File: config.mk
export PLATFORM = sky130hd
export DESIGN_NAME = keypad_matrix_ctrl
export DESIGN_NICKNAME = d
export VERILOG_FILES = /design/src/rtl/keypad_matrix_ctrl.sv
export SDC_FILE = /design/constraint.sdc
export NUM_CORES = 1
export LEC_CHECK = 0
export CORE_UTILIZATION = 45
export DETAILED_ROUTE_END_ITERATION = 8
export GPL_TIMING_DRIVEN = 1
export PLACE_DENSITY = 0.66
export SLEW_MARGIN = 20
export SYNTH_ARGS = -nofsm -noshare
export SYNTH_HDL_FRONTEND = slang
export SYNTH_SLANG_ARGS = --single-unit
File: constraint.sdc
create_clock -name clk -period 3.62 [get_ports clk]
set_clock_uncertainty 0.15 [all_clocks]
set_input_delay 0.905 -clock clk [delete_from_list [all_inputs] [get_ports clk]]
set_output_delay 0.905 -clock clk [all_outputs]
set_load 0.01 [all_outputs]
File: src/rtl/keypad_matrix_ctrl.sv
// Matrix keypad scanner with per-key debounce and a show-ahead event FIFO.
// Define KEYPAD_RELEASE_EVT_EN to also queue key-release events.
module keypad_matrix_ctrl #(
    parameter int ROWS         = 4,
    parameter int COLS         = 4,
    parameter int SCAN_DIV     = 4,
    parameter int DEBOUNCE_CNT = 3,
    parameter int FIFO_DEPTH   = 4
) (
    input  logic                            clk,
    input  logic                            rst,
    input  logic [COLS-1:0]                 col,
    output logic [ROWS-1:0]                 row,
    output logic [$clog2(ROWS)-1:0]         row_index,
    output logic [ROWS*COLS-1:0]            key_state,
    output logic [$clog2(ROWS*COLS):0]      evt_data,
    output logic                            evt_valid,
    input  logic                            evt_rd,
    output logic [$clog2(FIFO_DEPTH):0]     evt_count,
    output logic                            overflow,
    input  logic                            ovf_clear,
    output logic                            irq
);

    localparam int KEYS  = ROWS * COLS;
    localparam int KW    = $clog2(KEYS);
    localparam int RW    = $clog2(ROWS);
    localparam int CW    = $clog2(COLS);
    localparam int DWELL = SCAN_DIV + COLS;
    localparam int DW    = $clog2(DWELL);
    localparam int PW    = $clog2(FIFO_DEPTH);
    localparam int EW    = KW + 1;

    typedef enum logic [0:0] {StReset, StScan} scan_state_e;

    scan_state_e    state_q;
    logic [DW-1:0]  dwell_q;

    // Scan sequencer: row and row_index are registered together so they never disagree.
    always_ff @(posedge clk) begin
        if (rst) begin
            state_q   <= StReset;
            row       <= '1;
            row_index <= '0;
            dwell_q   <= '0;
        end else begin
            unique case (state_q)
                StReset: begin
                    state_q   <= StScan;
                    row       <= ~ROWS'(1);
                    row_index <= '0;
                    dwell_q   <= '0;
                end
                StScan: begin
                    if (dwell_q == DW'(DWELL - 1)) begin
                        dwell_q <= '0;
                        row     <= {row[ROWS-2:0], row[ROWS-1]};
                        if (row_index == RW'(ROWS - 1)) begin
                            row_index <= '0;
                        end else begin
                            row_index <= row_index + 1'b1;
                        end
                    end else begin
                        dwell_q <= dwell_q + 1'b1;
                    end
                end
            endcase
        end
    end

    logic           eval;
    logic [KW-1:0]  key_k;
    logic [CW-1:0]  col_sel;
    logic           sample;
    logic [3:0]     cnt_q [KEYS];
    logic [3:0]     cnt_inc;
    logic           hit;
    logic           push;
    logic [EW-1:0]  evt_new;

    // One key per cycle is evaluated during the tail of each row dwell.
    always_comb begin
        eval    = 1'b0;
        key_k   = '0;
        col_sel = '0;
        sample  = 1'b0;
        if (state_q == StScan && int'(dwell_q) >= SCAN_DIV) begin
            eval    = 1'b1;
            col_sel = CW'(int'(dwell_q) - SCAN_DIV);
            key_k   = KW'(int'(row_index) * COLS + int'(col_sel));
            sample  = ~col[col_sel];
        end
    end

    assign cnt_inc = cnt_q[key_k] + 4'd1;
    assign hit     = eval && (sample != key_state[key_k]) && (cnt_inc == 4'(DEBOUNCE_CNT));
    assign evt_new = {sample, key_k};

`ifdef KEYPAD_RELEASE_EVT_EN
    assign push = hit;
`else
    assign push = hit & sample;
`endif

    always_ff @(posedge clk) begin
        if (rst) begin
            key_state <= '0;
            for (int i = 0; i < KEYS; i++) begin
                cnt_q[i] <= '0;
            end
        end else if (eval) begin
            if (sample == key_state[key_k]) begin
                cnt_q[key_k] <= '0;
            end else if (hit) begin
                cnt_q[key_k]     <= '0;
                key_state[key_k] <= sample;
            end else begin
                cnt_q[key_k] <= cnt_inc;
            end
        end
    end

    logic [EW-1:0]  mem_q [FIFO_DEPTH];
    logic [PW-1:0]  wr_ptr_q;
    logic [PW-1:0]  rd_ptr_q;
    logic           full;
    logic           pop;
    logic           wr_en;
    logic           drop;

    assign evt_valid = (evt_count != '0);
    assign full      = (evt_count == (PW + 1)'(FIFO_DEPTH));
    assign pop       = evt_rd & evt_valid;
    // A same-cycle pop frees the slot, so a full FIFO can still accept the push.
    assign wr_en     = push & (~full | pop);
    assign drop      = push & full & ~pop;
    assign evt_data  = evt_valid ? mem_q[rd_ptr_q] : '0;

    always_ff @(posedge clk) begin
        if (rst) begin
            wr_ptr_q  <= '0;
            rd_ptr_q  <= '0;
            evt_count <= '0;
            overflow  <= 1'b0;
            irq       <= 1'b0;
        end else begin
            if (wr_en) begin
                wr_ptr_q <= wr_ptr_q + 1'b1;
            end
            if (pop) begin
                rd_ptr_q <= rd_ptr_q + 1'b1;
            end
            case ({wr_en, pop})
                2'b10:   evt_count <= evt_count + 1'b1;
                2'b01:   evt_count <= evt_count - 1'b1;
                default: evt_count <= evt_count;
            endcase
            if (drop) begin
                overflow <= 1'b1;
            end else if (ovf_clear) begin
                overflow <= 1'b0;
            end
            irq <= evt_valid | overflow;
        end
    end

    always_ff @(posedge clk) begin
        if (wr_en) begin
            mem_q[wr_ptr_q] <= evt_new;
        end
    end

endmodule

======== Word-level counts from Yosys, hierarchy flattened ========
Memories as Yosys holds them, arrays and structs flattened. A register that Yosys moved wholly into a read port is not among the register bits.
Cells that the tools add are included.
Widths: inputs -> output; s select.
operators by class
  eq/ne operators ......................... 9
  bitwise operators ....................... 14
  add/subtract/negate cells ............... 9
  $lt $le $gt $ge ......................... 4
  reduce and logical (&&, ||, !) cells .... 9
  multiplexer cells ....................... 47
operators by type and width
  operator             number
  $mux 1               27
  $mux 4               6
  $bwmux 16            1
  $pmux 3 s2           2
  $mux 2               4
  $pmux 4 s2           1
  $add 2x1->2 const B  3
  $add 3x1->3 const B  2
  $eq 3x3->1 const B   2
  $and 1x1->1          5
  $lt 4x5->1 const B   1
  $mux 5               1
  $not 1->1            5
  $add 4x1->4 const B  1
  $add 4x2->4          1
  $bmux 1 s4           1
  $demux 1 s4          1
  $eq 2x2->1 const B   2
  $eq 4x2->1 const B   1
  $ge 4x1->1 const B   1
  $logic_and 1x1->1    4
  $or 1x1->1           4
  $pmux 2 s2           1
  $reduce_bool 2->1    2
  other kinds (13)     13
word-level totals
  output and inout port bits .............. 33
  logic and storage cells ................. 104
  input bits .............................. 8
  memory bits (writable) .................. 84
  bits in registers ....................... 35
  memories ................................ 2
memory list
  memory  depth  width  rd ports  clocked after memory_dff  write ports  line  RTL
  cnt_q   16     4      1         0                         16           75    logic [3:0] cnt_q [KEYS];
  mem_q   4      5      1         1                         1            123   logic [EW-1:0] mem_q [FIFO_DEPTH];

======== Logic depth before layout (Yosys ltp) ========
  word-level depth ........................ 17
  mapped depth ............................ 20
  depth with buffers taken out ............ 18

======== Worst setup path after synthesis ========
Ideal clock, no wire load.
  path kind ............................... reg-to-reg
  from .................................... reg row_index[1]
  to ...................................... reg evt_count[2]
  path slack .............................. -330 ps
  cell stages (with the launch flop) ...... 20
  data required time ...................... 3399 ps
  period minus slack after synthesis ...... 3950 ps
  library setup time ...................... 71 ps
  arrival time ............................ 3729 ps
  buffers on the path ..................... 3
  cells stage by stage .................... dfxtp_1 buf_2 or2_1 nand2_1 a31o_2 nor4bb_1 clkbuf_1 inv_1 ha_1 and4b_1 buf_4 inv_2 a2111oi_4 inv_1 ha_1 inv_1 fa_1 xor2_1 or3_1 a21oi_1
between the ends
  cells in the longest elaborated chain, start to end .. 11
  elaborated cells between the ends (all ways) .. 16
  classes of those cells .................. add/sub (2); eq/ne (4); mux (4); bitwise (2); reduce/logical (3); memory (1)
ends and longest elaborated chain
  item                                                                  line  RTL
  start, declared                                                       14    output logic [$clog2(ROWS)-1:0] row_index,
  start signal, assigned                                                61    row_index <= row_index + 1'b1;
  $add 4x2->4 *                                                         90    key_k = KW'(int'(row_index) * COLS + int'(col_sel));
  $mux 4 *                                                              87    if (state_q == StScan && int'(dwell_q) >= SCAN_DIV) begin
  parallel branches: the longest is 4 deep, another holds $mem_v2 16x4  -
  $logic_and 1x1->1 *                                                   96    assign hit = eval && (sample != key_state[key_k]) && (cnt_inc == 4'(DEBOUNCE_CNT));
  $and 1x1->1 *                                                         102   assign push = hit & sample;
  $and 1x1->1 *                                                         135   assign wr_en = push & (~full | pop);
  $eq 2x1->1 / $eq 2x2->1 (equally long branches)                       153   case ({wr_en, pop})
  $pmux 3 s2 / $reduce_bool 2->1 (equally long branches)                -
  end signal, assigned                                                  154   2'b10: evt_count <= evt_count + 1'b1;
  end signal, assigned                                                  155   2'b01: evt_count <= evt_count - 1'b1;
  end signal, assigned                                                  156   default: evt_count <= evt_count;
  end, declared                                                         19    output logic [$clog2(FIFO_DEPTH):0] evt_count,
Every way passes the cells marked *. The select of a mux whose other input is x is not followed.
A chain may end at the register's enable or synchronous reset.

======== Worst setup path in the final report ========
  from .................................... reg row_index[0]
  to ...................................... reg evt_count[2]
Same word-level chain as after synthesis.

==> flow_summary.toml <==
[outcome]
status = "complete, but fails checks"
violations = "setup timing"

[clock_tree]
cts_buffer_depth = 2
cts_buffers = 17
clk_latency_ns = 0.42
clk_pin_slew_ns = 0.06
cts_tree = "built"
clock_sinks = 121
cts_htree_levels = 4
root_buffer = "clkbuf_16"

[timing]
setup_viol = 2
worstMarginPinSlew_ns = 0.550
rsz0062_at_grt = "true"
finalWorstSetupSlack_ns = -0.134
timing.final.crit_share_pct = 104
clock.fmax_mhz = 266
final-hold-violation-count = 0
slew_headroom_pct = 63.3
slew_viol_final = 0
period_needed_ns = 3.75

[critical_path]
critPathMaxFanout = 9
setup.worst_path.start_class = "flip-flop"
rr_worst_depth = 17
end_kind = "flip-flop"
path_class = "reg2reg"
r2r_end = "evt_count[2]"
reg2reg_from = "row_index[0]"
arrival_ns = 3.95
worstPathRequired_ns = 3.82
cp-endpoint = "evt_count[2]"
ff2ff_setup_slack_ns = -0.13
crit_start = "row_index[0]"

[run]
drv_cap = 0

[floorplanning]
chipHeight_um = 118
coreArea_sq_um = 13200
io-pin-count = 41
die_w_um = 118
start_util_pct = 46.1
die-area_sq_um = 14000
num_rows = 42

[grt]
overflow = 0
grt_max_degree = 20
grt_usage_pct = 25.3
grt_pass1_vias = 4844
grt_pass1_wl_mm = 26.5
antenna_found_initial = 0

[route]
vias = 4959
drc = 0
drt_first_iter_violations = 366
via_per_inst = 5.79
routed_wl_mm = 17.0
detail-route-antenna-nets = 0
wire_per_inst_um = 19.9
first_pass_iters = 5

[cells_and_area]
fin_util_pct = 59.9
drive_gt1_share_pct = 25.4
syn2layout_area_growth_pct = 30.1
instances_no_fill = 856
fin_nets = 686
diodes = 0
final_cell_area_sq_um = 7940

[synth]
synth_edf_count = 84
yosys_most_used_dff = "edfxtp_1"
synth_top_family_by_area = "simple AND/OR/NAND/NOR gates"
syn_area_sq_um = 6100
synthTopCellsByCount = "edfxtp_1 (84), nor2_1 (72), nand2_1 (64)"
synthArstFlopShare_pct = 0
synth_fa_ha_area_share_pct = 2.38
seq_area_frac_synth_pct = 53.5
synth.distinct_cells = 71
synth_xor_area_share_pct = 1.00
ys.warnings.count = 0
synth_top_cell_by_area = "edfxtp_1"
synth_compound_area_share_pct = 8.96
synthCells = 569
synthesis.nets = 588
yosys.area.top_type_share_pct = 41.3
syn_avg_cell_area_sq_um = 10.7
yosys_register_bits = 121
muxShareOfSynthArea_pct = 8.63
ys_top_cells_by_area = "edfxtp_1 (41%), dfxtp_1 (12%), mux2i_1 (5.2%)"
yosysMostFrequentCell = "edfxtp_1"
synth_simple_gate_area_share_pct = 20.1

[place]
dp_cells = 812
place_congestion = 0.944
place_area_sq_um = 7100
dp_slack_ns = -0.167
portBuffers = 40
hpwl_mm = 12.0

[pwr]
power_leakage_nw = 2.86
p_per_area_nw_per_um2 = 434
vdd_drop_max_mv = 0.369

[worst_hold_path]
worstHoldStart = "key_state[15]"
whs_path_depth = 2
hp-class = "reg2reg"
-- cells by family after synthesis --
family                   Yosys count
AO/OA/AOI/OAI                     78
adder cells (fa/ha/maj)           11
AND/OR/NAND/NOR                  249
multiplexers                      43
flip-flops                       121
XOR/XNOR                           7
buffers and inverters             60
-- final cells by class --
type	instances	area [sq um]
timing repair buffer	119	1120
fill	1125	5310
tap	176	220
clock inverter	13	136
multi-input combinational	388	2630
sequential	121	3270
clock buffer	19	475
inverter	20	80.1
-- metrics by stage --
step	hold slack [ns]	power, mW	TNS [ns]
final	0.340	3.45	-0.214
after global routing	0.359	3.54	-0.596
after CTS	0.334	3.44	-0.0789
after detailed placement	0.327	1.71	-0.295
after global placement	0.320	1.70	-0.188
after floorplan	0.318	1.64	-0.00415
-- per-layer routing --
metal	wire, um	GRT usage (%)
met2	7980	39.2
met1	7390	33.8
met4	421	10.5
met3	1260	6.27
met5	0	0
-- flip-flops by register name (all words and copies together), names as in the netlist, named ones only --
name	count
state_q	1
row_index	2
irq	1
rd_ptr_q	2
dwell_q	3
mem_q	20
wr_ptr_q	2
overflow	1
key_state	16
evt_count	3
cnt_q	64
row	4
-- report_power, final --
part | switching, mW | internal [mW]
Combinational | 0.0998 | 0.0823
Sequential | 0.0169 | 1.50
Clock | 0.649 | 1.10
Total | 0.766 | 2.68
-- worst min-delay path by stage --
stage	endpoint
6_report	key_state[15]
5_1_grt	key_state[5]
4_1_cts	key_state[13]
3_5_place_dp	key_state[13]
3_3_place_gp	key_state[15]
2_1_floorplan	wr_ptr_q[1]
-- cell usage in the layout, fill, tap and decap left out, types with 4 or more instances in the layout --
cell,Yosys,final
a21oi_1,12,12
a22oi_1,5,5
and2_1,12,11
buf_12,0,7
buf_4,10,70
clkbuf_16,0,21
clkdlybuf4s50_1,0,40
dfxtp_1,37,32
edfxtp_1,84,84
ha_1,10,7
inv_1,18,15
inv_4,0,4
mux2i_1,32,30
mux4_2,7,7
nand2_1,64,61
nand2_2,2,4
nand2b_1,11,11
nand3_1,9,8
nand4_1,4,4
nor2_1,72,69
nor2_2,3,5
nor3_1,41,41
o21ai_0,23,19
o21ai_1,3,7
o22ai_1,7,7
or3_1,6,6
xor2_1,4,4
-- repair_timing --
item,in CTS,in global routing
hold buffers,0,0
gates cloned,0,2
pin swaps,6,12
setup endpoints to repair,2,6
setup buffers,0,10
gates resized for setup,14,9
-- critical path: stages (launching register included) --
cell and delay, ns:
dfxtp_2 0.36, buf_4 0.19, nand4b_1 0.32, a221oi_2 0.34
nor4bb_4 0.09, buf_4 0.16, buf_12 0.12, buf_4 0.15
nor3_2 0.28, o21ai_4 0.10, a2111oi_4 0.39, inv_1 0.08
ha_2 0.19, inv_2 0.05, fa_2 0.18, xor2_1 0.06
or3_1 0.31, a21oi_1 0.15
(Power assumes the default switching activity.)
